$ cat src/rtl/sdsu_bus_pkg.sv
// Shared types and constants for the SDSU bus slave: FSM state encoding,
// wait-counter width and byte-enable width helpers.
package sdsu_bus_pkg;

  typedef enum logic [1:0] {
    IDLE = 2'd0,
    WAIT = 2'd1,
    RESP = 2'd2
  } state_e;

  localparam int DATA_W_DEF = 32;
  localparam int BE_W       = DATA_W_DEF / 8;
  localparam int CNT_W      = 4;

  // Byte-enable width for a parametrised data width.
  function automatic int be_width(input int data_w);
    return data_w / 8;
  endfunction

endpackage

$ cat src/rtl/sdsu_bus_slave_if.sv
// Request/ready bus between a master and the SDSU register-file slave.
interface sdsu_bus_slave_if #(
  parameter int ADDR_W = 5,
  parameter int DATA_W = 32
) ();
  import sdsu_bus_pkg::*;

  localparam int BW = be_width(DATA_W);

  logic              req;
  logic              wr_en;
  logic              rd_en;
  logic [ADDR_W-1:0] w_adr;
  logic [DATA_W-1:0] w_data;
  logic [BW-1:0]     w_be;
  logic [ADDR_W-1:0] r_adr;
  logic [DATA_W-1:0] r_data;
  logic              ready;
  logic              err;

  modport master (
    output req, wr_en, rd_en, w_adr, w_data, w_be, r_adr,
    input  r_data, ready, err
  );

  modport slave (
    input  req, wr_en, rd_en, w_adr, w_data, w_be, r_adr,
    output r_data, ready, err
  );

endinterface

$ cat src/rtl/sdsu_regfile.sv
// DEPTH x DATA_W register file: async clear, byte-enabled synchronous write,
// combinational read. Each byte lane is its own storage array.
module sdsu_regfile #(
  parameter int DEPTH  = 32,
  parameter int DATA_W = 32,
  parameter int IW     = 5
) (
  input  logic                clk,
  input  logic                rst_n,
  input  logic                we_i,
  input  logic [DATA_W/8-1:0] be_i,
  input  logic [IW-1:0]       wadr_i,
  input  logic [DATA_W-1:0]   wdata_i,
  input  logic [IW-1:0]       radr_i,
  output logic [DATA_W-1:0]   rdata_o
);

  generate
    for (genvar gi = 0; gi < DATA_W / 8; gi++) begin : g_lane
      logic [7:0] lane_q [DEPTH];

      always_ff @(posedge clk or negedge rst_n) begin
        if (!rst_n) begin
          for (int i = 0; i < DEPTH; i++) lane_q[i] <= '0;
        end else if (we_i && be_i[gi]) begin
          lane_q[wadr_i] <= wdata_i[8*gi +: 8];
        end
      end

      assign rdata_o[8*gi +: 8] = lane_q[radr_i];
    end
  endgenerate

endmodule

$ cat src/rtl/sdsu_bus_slave.sv
// SDSU bus slave: captures a request, waits WAIT_CYCLES, answers with a
// one-cycle ready pulse; reads sample on RESP entry, writes commit on RESP exit.
module sdsu_bus_slave
  import sdsu_bus_pkg::*;
#(
  parameter int ADDR_W      = 5,
  parameter int DATA_W      = 32,
  parameter int DEPTH       = 32,
  parameter int WAIT_CYCLES = 1
) (
  input  logic              clk,
  input  logic              rst_n,
  sdsu_bus_slave_if.slave   bus
);

  localparam int BEW = be_width(DATA_W);
  localparam int IW  = (DEPTH > 1) ? $clog2(DEPTH) : 1;
  localparam logic [ADDR_W:0] DEPTH_A = (ADDR_W + 1)'(DEPTH);

  state_e             state_q, state_d;
  logic [CNT_W-1:0]   cnt_q, cnt_d;
  logic               capture;
  logic               wr_en_q, rd_en_q, err_q;
  logic [ADDR_W-1:0]  w_adr_q, r_adr_q;
  logic [DATA_W-1:0]  w_data_q, r_data_q;
  logic [BEW-1:0]     w_be_q;
  logic [DATA_W-1:0]  rf_rdata;
  logic               w_oor, r_oor, enter_resp, in_resp;

  assign w_oor      = {1'b0, w_adr_q} >= DEPTH_A;
  assign r_oor      = {1'b0, r_adr_q} >= DEPTH_A;
  assign in_resp    = (state_q == RESP);
  assign enter_resp = (state_d == RESP);

  always_comb begin
    state_d = state_q;
    cnt_d   = cnt_q;
    capture = 1'b0;
    case (state_q)
      IDLE: begin
        if (bus.req) begin
          capture = 1'b1;
          if (WAIT_CYCLES > 0) begin
            state_d = WAIT;
            cnt_d   = CNT_W'(WAIT_CYCLES - 1);
          end else begin
            state_d = RESP;
          end
        end
      end
      WAIT: begin
        if (cnt_q == '0) state_d = RESP;
        else             cnt_d   = cnt_q - 1'b1;
      end
      RESP:    state_d = IDLE;
      default: state_d = IDLE;
    endcase
  end

  always_ff @(posedge clk or negedge rst_n) begin
    if (!rst_n) begin
      state_q  <= IDLE;
      cnt_q    <= '0;
      wr_en_q  <= 1'b0;
      rd_en_q  <= 1'b0;
      w_adr_q  <= '0;
      w_data_q <= '0;
      w_be_q   <= '0;
      r_adr_q  <= '0;
      r_data_q <= '0;
      err_q    <= 1'b0;
    end else begin
      state_q <= state_d;
      cnt_q   <= cnt_d;
      if (capture) begin
        wr_en_q  <= bus.wr_en;
        rd_en_q  <= bus.rd_en;
        w_adr_q  <= bus.w_adr;
        w_data_q <= bus.w_data;
        w_be_q   <= bus.w_be;
        r_adr_q  <= bus.r_adr;
      end
      // Read is sampled before the write commits, so a collision returns old data.
      if (enter_resp) begin
        err_q <= (wr_en_q && w_oor) || (rd_en_q && r_oor);
        if (rd_en_q) r_data_q <= r_oor ? '0 : rf_rdata;
      end
    end
  end

  sdsu_regfile #(
    .DEPTH  (DEPTH),
    .DATA_W (DATA_W),
    .IW     (IW)
  ) u_regfile (
    .clk     (clk),
    .rst_n   (rst_n),
    .we_i    (in_resp && wr_en_q && !w_oor),
    .be_i    (w_be_q),
    .wadr_i  (w_adr_q[IW-1:0]),
    .wdata_i (w_data_q),
    .radr_i  (r_adr_q[IW-1:0]),
    .rdata_o (rf_rdata)
  );

  assign bus.ready  = in_resp;
  assign bus.err    = in_resp & err_q;
  assign bus.r_data = r_data_q;

endmodule

$ cat src/flat_wrapper.sv
// flat-port wrapper written by rule: the top's interface ports become plain ports
module sdsu_bus_slave_flat import sdsu_bus_pkg::*;
#(
  parameter int ADDR_W      = 5,
  parameter int DATA_W      = 32,
  parameter int DEPTH       = 32,
  parameter int WAIT_CYCLES = 1
)
  (clk, rst_n, bus_req, bus_wr_en, bus_rd_en, bus_w_adr, bus_w_data, bus_w_be, bus_r_adr, bus_r_data, bus_ready, bus_err);
  sdsu_bus_slave_if #(.ADDR_W(ADDR_W), .DATA_W(DATA_W)) bus_i ();
  input  logic clk;
  input  logic rst_n;
  input wire logic [$bits(bus_i.req)-1:0] bus_req;
  input wire logic [$bits(bus_i.wr_en)-1:0] bus_wr_en;
  input wire logic [$bits(bus_i.rd_en)-1:0] bus_rd_en;
  input wire logic [$bits(bus_i.w_adr)-1:0] bus_w_adr;
  input wire logic [$bits(bus_i.w_data)-1:0] bus_w_data;
  input wire logic [$bits(bus_i.w_be)-1:0] bus_w_be;
  input wire logic [$bits(bus_i.r_adr)-1:0] bus_r_adr;
  output wire logic [$bits(bus_i.r_data)-1:0] bus_r_data;
  output wire logic [$bits(bus_i.ready)-1:0] bus_ready;
  output wire logic [$bits(bus_i.err)-1:0] bus_err;
  assign bus_i.req = bus_req;
  assign bus_i.wr_en = bus_wr_en;
  assign bus_i.rd_en = bus_rd_en;
  assign bus_i.w_adr = bus_w_adr;
  assign bus_i.w_data = bus_w_data;
  assign bus_i.w_be = bus_w_be;
  assign bus_i.r_adr = bus_r_adr;
  assign bus_r_data = bus_i.r_data;
  assign bus_ready = bus_i.ready;
  assign bus_err = bus_i.err;
  sdsu_bus_slave #(.ADDR_W(ADDR_W), .DATA_W(DATA_W), .DEPTH(DEPTH), .WAIT_CYCLES(WAIT_CYCLES)) u_core (.clk(clk), .rst_n(rst_n), .bus(bus_i));
endmodule
$ cat config.mk
export PLATFORM = sky130hd
export DESIGN_NAME = sdsu_bus_slave_flat
export DESIGN_NICKNAME = d
export VERILOG_FILES = /design/src/rtl/sdsu_bus_pkg.sv /design/src/rtl/sdsu_bus_slave_if.sv /design/src/rtl/sdsu_regfile.sv /design/src/rtl/sdsu_bus_slave.sv /design/src/flat_wrapper.sv
export SDC_FILE = /design/constraint.sdc
export NUM_CORES = 1
export LEC_CHECK = 0
export CORE_UTILIZATION = 35
export CTS_CLUSTER_DIAMETER = 100
export DETAILED_ROUTE_END_ITERATION = 6
export SLEW_MARGIN = 20
export SYNTH_ARGS = -nofsm -noshare
export SYNTH_HDL_FRONTEND = slang
export SYNTH_SLANG_ARGS = --single-unit
$ cat constraint.sdc
create_clock -name clk -period 2.75 [get_ports clk]
set_input_delay 0.275 -clock clk [delete_from_list [all_inputs] [get_ports clk]]
set_output_delay 0.275 -clock clk [all_outputs]
set_load 0.02 [all_outputs]
==> results.md, run 1 <==
- Max Cap Viol: 0
- Ant. Diodes: 0
- FF+latch count, synth: around 1.1k
- Clk_lat worst skew: roughly 730 ps
- Routed Antenna Nets: 0
- R2r setup slk: -3 ps
- Clk slew on worst S/H paths: around 60 ps
- Critical Path Start Type: flip-flop
- Initial antenna violation count: 1
- DR iter-0 viols: 2079
- Tot GR Track Use: 0.190
- Pleak: 28.5 nW
- Largest area contributor in the netlist: dfrtp_1
- Rows: ~140
- Clk_skew: about 30 ps
- Clock sink count: between 1k and 1.5k
- Via count: approximately 31k
- Starting Density: 0.353
- Period utilization: 1.00
- Status: complete, but fails checks
- RSZ-0062 raised after global routing: no
- I/O pins: 85
- Kind of critical path: reg2reg
- Arrival time at the worst endpoint: 3340 ps
- Failing checks: DRC, setup timing
- Largest net degree at the start of global routing: 87
- Vias in the first global route: roughly 32k
- Required time of the worst setup path: between 3000 and 4000 ps
- Area Overhead vs Synth: 16.4%
- Die ar.: 146000 µm²
- Fraction of layout cells with a size suffix above 1: 0.397
- CTS tree: done
- FF-to-FF path depth: 5
- IO buf count: slightly above 80
- Commonest cells in the synthesized netlist: dfrtp_1 (1110), mux2_2 (992), mux2i_1 (512)
- Routability cong.: just over 0.8
- Yosys warns: 0
- Max Slew Vio Count: 0
- CTS Buffer Depth: 3
- CP max-delay cell: nor3_1
- Async SR Flop Fraction: 1.00
- Synth Net Count: approximately 3.7k
- Drc violations: 14
- Root Driver: clkbuf_16
- Fmax: around 360 MHz
- Cells along the critical path: nor2_1 > nand2_1 > nor3_1 > nand2_1 > mux2_2
- Cell area power density: ~750 nW/µm²
- Vias/cell: roughly 5.3
- Buf/Inv on CP: 0
- First-pass GRT wire length: ~210000 µm
- Final setup viols: 2
- H-tree levels: 3
- Initial DRT Pass Iterations: 7
- Syn_area_per_cell: 13.7 µm²
- Post-synthesis cell count: ~3.7k
- Worst slew margin: 0.274
- Post-DP HPWL: 90400 µm
- Crit Path Max Fanout: 9
- Wirelength per Cell: around 24 µm
- Nets: between 3k and 4k
- Number of distinct library cells after synthesis: 44
- Final Hold Vio Count: 0
- Grt ovf: 0
- Num CTS Buffers: between 100 and 150
- Min Tclk post-route: between 2000 and 3000 ps
- Crit path capture type: flip-flop
- Dominant cells by area after synthesis: dfrtp_1 (55%), mux2_2 (22%), mux2i_1 (10%), a22oi_1 (1.9%), nand2_1 (1.8%)
- Number of synthesized flops with an enable pin: 0
- Overall routed net length: roughly 140000 µm
- Instance count on the critical path: 5
- Sequential share of the synthesized area: 0.548
- Final core utilization: 0.411
- DIE WIDTH: 383 µm
- Core area: 144000 µm²
- Final setup margin: -3.28 ps
- Delay-heaviest family, CP: simple AND/OR/NAND/NOR gates
- Most used cell, CP: nand2_1
- Ys flop type: dfrtp_1
- Most frequent cell after synthesis: dfrtp_1
- Max IR drop VDD: approximately 0.57 mV
- Worst min-delay path class: in2reg
- TNS Setup: -3.39 ps
- Chip height: between 300 and 400 µm
- Critical path's largest stage delay: about 710 ps
- Yosys top cell area share: 0.548
- Syn Std Cell Area: roughly 50000 µm²
- Worst slew pin tran: ~1100 ps
- Hold path depth: 3
## sequential cells by signal (all words and copies together) (netlist names)
| name | flops |
|---|---|
| u_core.w_be_q | 4 |
| u_core.r_adr_q | 5 |
| u_core.u_regfile.g_lane.lane_q | 1024 |
| u_core.w_data_q | 32 |
| u_core.bus.r_data | 32 |
| u_core.rd_en_q | 1 |
| u_core.wr_en_q | 1 |
| u_core.state_q | 2 |
| u_core.w_adr_q | 5 |
| u_core.cnt_q | 4 |
## worst paths after layout
| check | from | to |
|---|---|---|
| max | u_core.w_adr_q[3]$_DFFE_PN0P_ | u_core.u_regfile.g_lane[0].lane_q[120]$_DFFE_PN0P_ |
| min | bus_w_data[20] | u_core.w_data_q[20]$_DFFE_PN0P_ |
| max reg2reg | u_core.w_adr_q[3]$_DFFE_PN0P_ | u_core.u_regfile.g_lane[0].lane_q[120]$_DFFE_PN0P_ |
| min reg2reg | u_core.w_data_q[26]$_DFFE_PN0P_ | u_core.w_data_q[26]$_DFFE_PN0P_ |
| max in group asynchronous | rst_n | u_core.u_regfile.g_lane[1].lane_q[77]$_DFFE_PN0P_ |
| min in group asynchronous | rst_n | u_core.w_data_q[2]$_DFFE_PN0P_ |
## metal layers
metal	routed length [µm]	vias to the layer above	GRT usage
met3	5530	154	0.0273
met2	65400	543	0.302
met5	0	-	0
met4	2230	0	0.0429
met1	65900	16600	0.273
li1	-	13800	-
## report_power, final
group	internal (mW)	switching, mW
logic	3.72	5.51
clock network	9.75	6.70
registers	17.2	1.38
## timing repair
action,4_1_cts,5_1_grt
endpoints found under the setup margin,0,2
buffers inserted,0,0
hold buffers,1,0
gates resized for setup,0,2
endpoints found under the hold margin,189,0
## through the flow
step | total power, mW | cell area, µm² | instances | setup slack (ps) | hold slack (ps)
floorplan | 23.8 | 50700 | 3686 | 757 | -20.6
global placement | 28.1 | 55000 | 5641 | 99.4 | 284
detailed placement | 28.1 | 55000 | 5641 | 78.7 | 280
CTS | 44.7 | 59000 | 5857 | 55.7 | 19.4
global route | 46.1 | 59000 | 5857 | 16.0 | 86.0
finish | 44.3 | 59000 | 5857 | -3.28 | 82.9
## area by class of cell
class | instances | area (µm²)
sequential | 1110 | 27800
tap | 1903 | 2380
clock buffer | 167 | 3470
fill | 13500 | 84600
multi-input combinational | 2311 | 21700
inverter | 4 | 15.0
timing repair buffer | 314 | 3100
clock inverter | 48 | 548
## cell usage in the layout (no fill, tap or decap), types with 30 or more instances in the layout
cell             synthesis  final
dfrtp_1               1110   1095
a22o_1                  64     64
clkdlybuf4s50_1          0     82
a21oi_1                 64     64
o22ai_1                 32     32
a22oi_1                128    128
buf_12                   0     42
mux2_1                  32     32
a221oi_1                62     60
nor2_2                  72     72
mux2_2                 992    992
clkbuf_16                0    120
buf_4                   29    188
o41ai_2                 30     30
nand2_1                247    244
mux2i_1                512    512
## kinds of logic (layout without fill, tap and decap cells)
| logic type | count (synthesis) | count (layout) | synth area share |
|---|---|---|---|
| AO/OA/AOI/OAI | 386 | 386 | 0.0618 |
| buffers and inverters | 265 | 533 | 0.0249 |
| flip-flops | 1110 | 1110 | 0.548 |
| other | 1 | 1 | 0.0000740 |
| adder cells (fa/ha/maj) | 2 | 2 | 0.000494 |
| XOR/XNOR | 2 | 2 | 0.000346 |
| AND/OR/NAND/NOR | 384 | 384 | 0.0358 |
| multiplexers | 1536 | 1536 | 0.329 |
## worst reg2reg max path: cells and delay by family, from the launching register on
family	cells	cell delay [ps]
flops	1	470
mux	1	460
simple gates	4	1680
No activity file was read; power rests on OpenSTA's default activity.
==> inputs of run 2 (changes only) <==
--- a/config.mk
+++ b/config.mk
@@ -5,6 +5,7 @@
 export SDC_FILE = /design/constraint.sdc
 export NUM_CORES = 1
 export LEC_CHECK = 0
+export ABC_CLOCK_PERIOD_IN_PS = 2750
 export CORE_UTILIZATION = 35
 export CTS_CLUSTER_DIAMETER = 100
 export DETAILED_ROUTE_END_ITERATION = 6
==> results of run 2 <==
Same layout as run 1: the final DEF is identical, and so are final timing and power.
